## config.mk

```make
export PLATFORM = sky130hd
export DESIGN_NAME = mem_ctrl
export DESIGN_NICKNAME = d
export VERILOG_FILES = /design/src/rtl/mem_ctrl_pkg.sv /design/src/rtl/mem_ctrl.sv
export SDC_FILE = /design/constraint.sdc
export NUM_CORES = 1
export LEC_CHECK = 0
export ABC_CLOCK_PERIOD_IN_PS = 7730
export CAP_MARGIN = 20
export CORE_ASPECT_RATIO = 1.75
export CORE_MARGIN = 1
export CORE_UTILIZATION = 50
export DETAILED_ROUTE_END_ITERATION = 12
export GPL_TIMING_DRIVEN = 0
export PLACE_DENSITY = 0.81
export SYNTH_ARGS = -nofsm -noshare
export SYNTH_HDL_FRONTEND = slang
export SYNTH_SLANG_ARGS = --single-unit
```

## constraint.sdc

```tcl
create_clock -name clk -period 7.73 [get_ports clk]
set_input_delay 1.9325 -clock clk [delete_from_list [all_inputs] [get_ports clk]]
set_output_delay 1.9325 -clock clk [all_outputs]
set_load 0.01 [all_outputs]
```

## src/rtl/mem_ctrl_pkg.sv

```systemverilog
// Shared types and constants for the memory controller.
// State encoding, IO address tag and load/store length codes.
package mem_ctrl_pkg;

  typedef enum logic [2:0] {
    S_IDLE,
    S_IF_RD,
    S_LS_RD,
    S_LS_WR,
    S_DONE
  } state_e;

  localparam logic [1:0] IO_MASK_DEF = 2'b11;

  localparam logic [2:0] LEN_B = 3'b001;
  localparam logic [2:0] LEN_H = 3'b010;
  localparam logic [2:0] LEN_W = 3'b100;

  // Index of the final byte for a given length code.
  function automatic logic [1:0] last_idx(
    input logic [2:0] l
  );
    logic [1:0] r;
    r = 2'd0;
    case (l)
      LEN_H:   r = 2'd1;
      LEN_W:   r = 2'd3;
      default: r = 2'd0;
    endcase
    return r;
  endfunction

endpackage

```

## src/rtl/mem_ctrl.sv

```systemverilog
// Byte-wide RAM arbiter for instruction fetch and load/store.
// Ports: clk/rst/rdy, RAM side mem_din/mem_dout/mem_a/mem_wr,
// io_buffer_full, ifetch if_req/if_addr/if_done/if_data,
// load/store ls_sig/load_or_store/len/ls_addr/store_val/
// ls_done/ls_data, and clear (pipeline flush).
module mem_ctrl
  import mem_ctrl_pkg::*;
#(
  parameter logic [1:0] IO_MASK = IO_MASK_DEF
) (
  input  logic        clk,
  input  logic        rst,
  input  logic        rdy,
  input  logic [7:0]  mem_din,
  output logic [7:0]  mem_dout,
  output logic [31:0] mem_a,
  output logic        mem_wr,
  input  logic        io_buffer_full,
  input  logic        if_req,
  input  logic [31:0] if_addr,
  output logic        if_done,
  output logic [31:0] if_data,
  input  logic        ls_sig,
  input  logic        load_or_store,
  input  logic [2:0]  len,
  input  logic [31:0] ls_addr,
  input  logic [31:0] store_val,
  output logic        ls_done,
  output logic [31:0] ls_data,
  input  logic        clear
);

  state_e      state_q;
  logic [1:0]  cnt_q;
  logic [1:0]  last_q;
  logic [1:0]  base_q;
  logic        inflt_q;
  logic        io_q;
  logic [31:0] wdata_q;
  logic [31:0] data_q;
  logic [31:0] mem_a_q;
  logic [7:0]  mem_dout_q;
  logic [31:0] if_data_q;
  logic [31:0] ls_data_q;
  logic        if_done_q;
  logic        ls_done_q;

  logic [31:0] word_d;
  logic [1:0]  nxt_d;
  logic [1:0]  off_d;
  logic        more_d;
  logic        stall_d;

  always_comb begin
    word_d = data_q;
    word_d[{cnt_q, 3'b000} +: 8] = mem_din;
    nxt_d = cnt_q + 2'd1;
    // offset of the address currently on the bus
    off_d = mem_a_q[1:0] - base_q;
    more_d = (off_d != last_q);
    stall_d = io_q && io_buffer_full;
  end

  assign mem_wr   = rdy && (state_q == S_LS_WR) && !stall_d;
  assign mem_a    = mem_a_q;
  assign mem_dout = mem_dout_q;
  assign if_done  = if_done_q;
  assign ls_done  = ls_done_q;
  assign if_data  = if_data_q;
  assign ls_data  = ls_data_q;

  always_ff @(posedge clk or posedge rst) begin
    if (rst) begin
      state_q    <= S_IDLE;
      cnt_q      <= 2'd0;
      last_q     <= 2'd0;
      base_q     <= 2'd0;
      inflt_q    <= 1'b0;
      io_q       <= 1'b0;
      wdata_q    <= '0;
      data_q     <= '0;
      mem_a_q    <= '0;
      mem_dout_q <= '0;
      if_data_q  <= '0;
      ls_data_q  <= '0;
      if_done_q  <= 1'b0;
      ls_done_q  <= 1'b0;
    end else if (rdy) begin
      if_done_q <= 1'b0;
      ls_done_q <= 1'b0;
      unique case (state_q)
        S_IDLE: begin
          if (!clear && ls_sig) begin
            base_q     <= ls_addr[1:0];
            mem_a_q    <= ls_addr;
            last_q     <= last_idx(len);
            cnt_q      <= 2'd0;
            inflt_q    <= 1'b0;
            data_q     <= '0;
            wdata_q    <= store_val;
            mem_dout_q <= store_val[7:0];
            io_q       <= (ls_addr[17:16] == IO_MASK);
            state_q    <= load_or_store ? S_LS_WR : S_LS_RD;
          end else if (!clear && if_req) begin
            base_q  <= if_addr[1:0];
            mem_a_q <= if_addr;
            last_q  <= 2'd3;
            cnt_q   <= 2'd0;
            inflt_q <= 1'b0;
            data_q  <= '0;
            io_q    <= 1'b0;
            state_q <= S_IF_RD;
          end
        end
        S_IF_RD, S_LS_RD: begin
          if (clear) begin
            state_q <= S_IDLE;
            cnt_q   <= 2'd0;
            inflt_q <= 1'b0;
          end else begin
            if (more_d) mem_a_q <= mem_a_q + 32'd1;
            // first cycle only issues; data trails by one
            inflt_q <= 1'b1;
            if (inflt_q) begin
              data_q <= word_d;
              cnt_q  <= nxt_d;
              if (cnt_q == last_q) begin
                state_q <= S_DONE;
                cnt_q   <= 2'd0;
                inflt_q <= 1'b0;
                if (state_q == S_IF_RD) begin
                  if_data_q <= word_d;
                  if_done_q <= 1'b1;
                end else begin
                  ls_data_q <= word_d;
                  ls_done_q <= 1'b1;
                end
              end
            end
          end
        end
        S_LS_WR: begin
          if (!stall_d) begin
            if (cnt_q == last_q) begin
              state_q   <= S_DONE;
              cnt_q     <= 2'd0;
              ls_done_q <= 1'b1;
            end else begin
              cnt_q      <= nxt_d;
              mem_a_q    <= mem_a_q + 32'd1;
              mem_dout_q <= wdata_q[{nxt_d, 3'b000} +: 8];
            end
          end
        end
        S_DONE: state_q <= S_IDLE;
        default: state_q <= S_IDLE;
      endcase
    end
  end

endmodule
```

==> out/metrics.csv <==
metric,value,unit
initial antenna violation count,0,
dpl ws,2.088,ns
RSZ-0062 raised after global routing,false,
final hold slack,0.4766,ns
post-route setup slack,2.083,ns
type of the most critical hold path,reg2reg,
core area,17620,µm²
Die ar.,18710,µm²
IO buf count,212,
sequential-to-total area share from yosys stat,49.92,%
Layout Nets,1281,
# setup viols final,0,
fmax,177.1,MHz
Design Power,3972,µW
# Post-CTS Setup Buffers,0,
ys flop type,dfrtp_1,
Syn Inst Count,927,
largest net degree at the start of global routing,100,
Clock Tree Root,clkbuf_16,
clock period minus worst slack,5.647,ns
DRC,0,
status,"finished, final reports clean",
Syn-to-layout area delta,33.51,%
period utilization,73.06,%
htree depth,4,
Pins Over Slew Limit,0,
Yosys cell types,64,
detailed-route via count,8278,
"commonest non-fill, non-tap cell in the layout",clkdlybuf4s50_1,
GRT Resource Usage Total,30.29,%
"Cell Area, Placed",11520,µm²
"Hold Vio Cnt, Final",0,
CP endpoint kind,output pin,
Net Switching,1497,µW
HPWL after detailed placement,20480,µm
syn_area_per_cell,9.788,µm²
Pleak,0.005082,µW
Worst Skew,0.01051,ns
register share of total power,36.4,%
ys async rst share,100.0,%
drt pass-1 iters,7,
Worst Max-Slew Pin Slew,0.8692,ns
VDD IR-drop max,0.0002111,V
most frequent CP cell,clkdlybuf4s50_1,
"Data arrival, critical path",3.71,ns
r2r setup slk,4.56,ns
Yosys reg bits,181,
design area,12110,µm²
gp weighted congestion,0.9803,
first-pass GRT wire length,43930,µm
CP Class,in2out,
later-pin clock latency in the skew report,0.43,ns
post-synth top area share,49.92,%
largest cells by area after synthesis,"dfrtp_1 (50%), nand2_1 (7.1%), o21ai_0 (5.7%)",
FP Rows,64,
ANT cells,0,
share of cells above drive strength 1,10.85,%
Num CTS Buffers,17,
FILL cells,1407,
switching share of power,37.70,%
Cell Int Power,2475,µW
number of synthesized flops with an enable pin,0,
Routed wire per std cell,19.61,µm
CTS Hold Bufs,0,
"Max FO, Critical Path",10,
post-CTS sizing,0,
die width,103.8,µm
P per Cell Area,327.9,nW/µm²
"Req. time, crit path",5.80,ns
Setup TNS Final,0,ns
Clock Pin Slew Worst Setup and Hold Paths,0.06,ns
Starting Density,51.51,%
post-route ant nets,0,
"area leader, netlist",dfrtp_1,
Vias/cell,5.909,
Ys Warns,0,
Rel. slew slack,41.57,%
Crit-path slowest cell,clkdlybuf4s50_1,
part of the power in combinational logic,41.2,%
"critical path, cell by cell","clkdlybuf4s50_1, clkbuf_1, and3_1, clkdlybuf4s50_1",
Sink Count,181,
Die Ht,180.2,µm
global route overflow,0,
Startpoint Class,primary input,
Clk pwr share,22.4,%
final wirelength,27480,µm
"leading cell types in the layout, fill and taps excluded","clkdlybuf4s50_1 (212), dfrtp_1 (181), nand2_1 (171)",
Post-Syn Area,9074,µm²
initial drt markers,472,
TritonCTS clock tree,built,
critical path's largest stage delay,0.58,ns
Synth Net Count,1049,
# IOs,222,
max_cap viols,0,
vias in the first global route,8339,
Max Root-Sink Buffers,2,
registers in the layout, indices dropped and copies added, names as in the netlist:
signal	cells
data_q	32
if_data	32
ls_data	32
mem_a	32
wdata_q	32
mem_dout	8
state_q	3
base_q	2
cnt_q	2
last_q	2
if_done	1
inflt_q	1
io_q	1
ls_done	1
per-layer routing:
layer / wire (µm) / track usage, % / vias to the layer above
met4: 1478 / 18.86 / 0
li1: - / - / 3762
met2: 15010 / 55.60 / 398
met5: 0 / 0 / -
met3: 1485 / 4.919 / 104
met1: 9502 / 31.90 / 4014
synthesized netlist by cell type (all sizes together) (22+ instances only):
| master | count |
|---|---|
| mux2 | 34 |
| a31oi | 22 |
| nor2 | 23 |
| nand3 | 38 |
| nor2b | 41 |
| buf | 41 |
| a21oi | 63 |
| clkbuf | 25 |
| a22o | 35 |
| dfrtp | 181 |
| o21ai | 110 |
| nand2 | 174 |
final timing paths:
| path | start | cells past startpoint | end |
|---|---|---|---|
| worst max-delay path | rdy | 4 | mem_wr |
| worst min-delay path | if_data[9] | 2 | if_data[9] |
| worst max register to register | cnt_q[0] | 8 | data_q[22] |
| worst min register to register | if_data[9] | 2 | if_data[9] |
| max in group asynchronous | rst | 3 | ls_data[8] |
| min in group asynchronous | rst | 2 | ls_data[22] |
kinds of logic after synthesis:
family | count (synthesis) | share of synthesized area (%)
and+or+nand+nor | 324 | 17.66
adders and majority gates | 7 | 0.9652
buffers and inverters | 81 | 4.288
DFF | 181 | 49.92
muxes | 55 | 7.639
AOI/OAI and AO/OA | 271 | 18.75
xor gates and xnor gates | 8 | 0.7722
critical path: cells and delay by family:
| kind | cells | cell delay (ns) |
|---|---|---|
| buffers and inverters | 3 | 1.55 |
| and+or+nand+nor | 1 | 0.23 |
final cells by class:
cell class	instances	area (µm²)	share of cell area (%)
buffer	66	332.8	2.747
clock buffer	19	442.9	3.656
clock inverter	11	151.4	1.250
inverter	15	63.81	0.5268
multi-input combinational	665	4155	34.30
sequential	181	4529	37.39
tap	231	289.0	2.386
timing repair buffer	213	2150	17.74
stage by stage:
step / utilization (%) / std cells
after detailed placement: 65.39 / 1371
final: 68.76 / 1401
after global placement: 65.19 / 1370
after global routing: 68.76 / 1401
after CTS: 68.76 / 1401
after floorplan: - / 927
power groups by stage:
stage	clock network, µW	logic [µW]	registers, µW
6_report	891	1640	1440
5_1_grt	937	1760	1470
4_1_cts	900	1630	1440
3_5_place_dp	0	1620	1450
3_3_place_gp	0	1590	1440
2_1_floorplan	0	944	1450
Power figures use the tool's default switching activity.
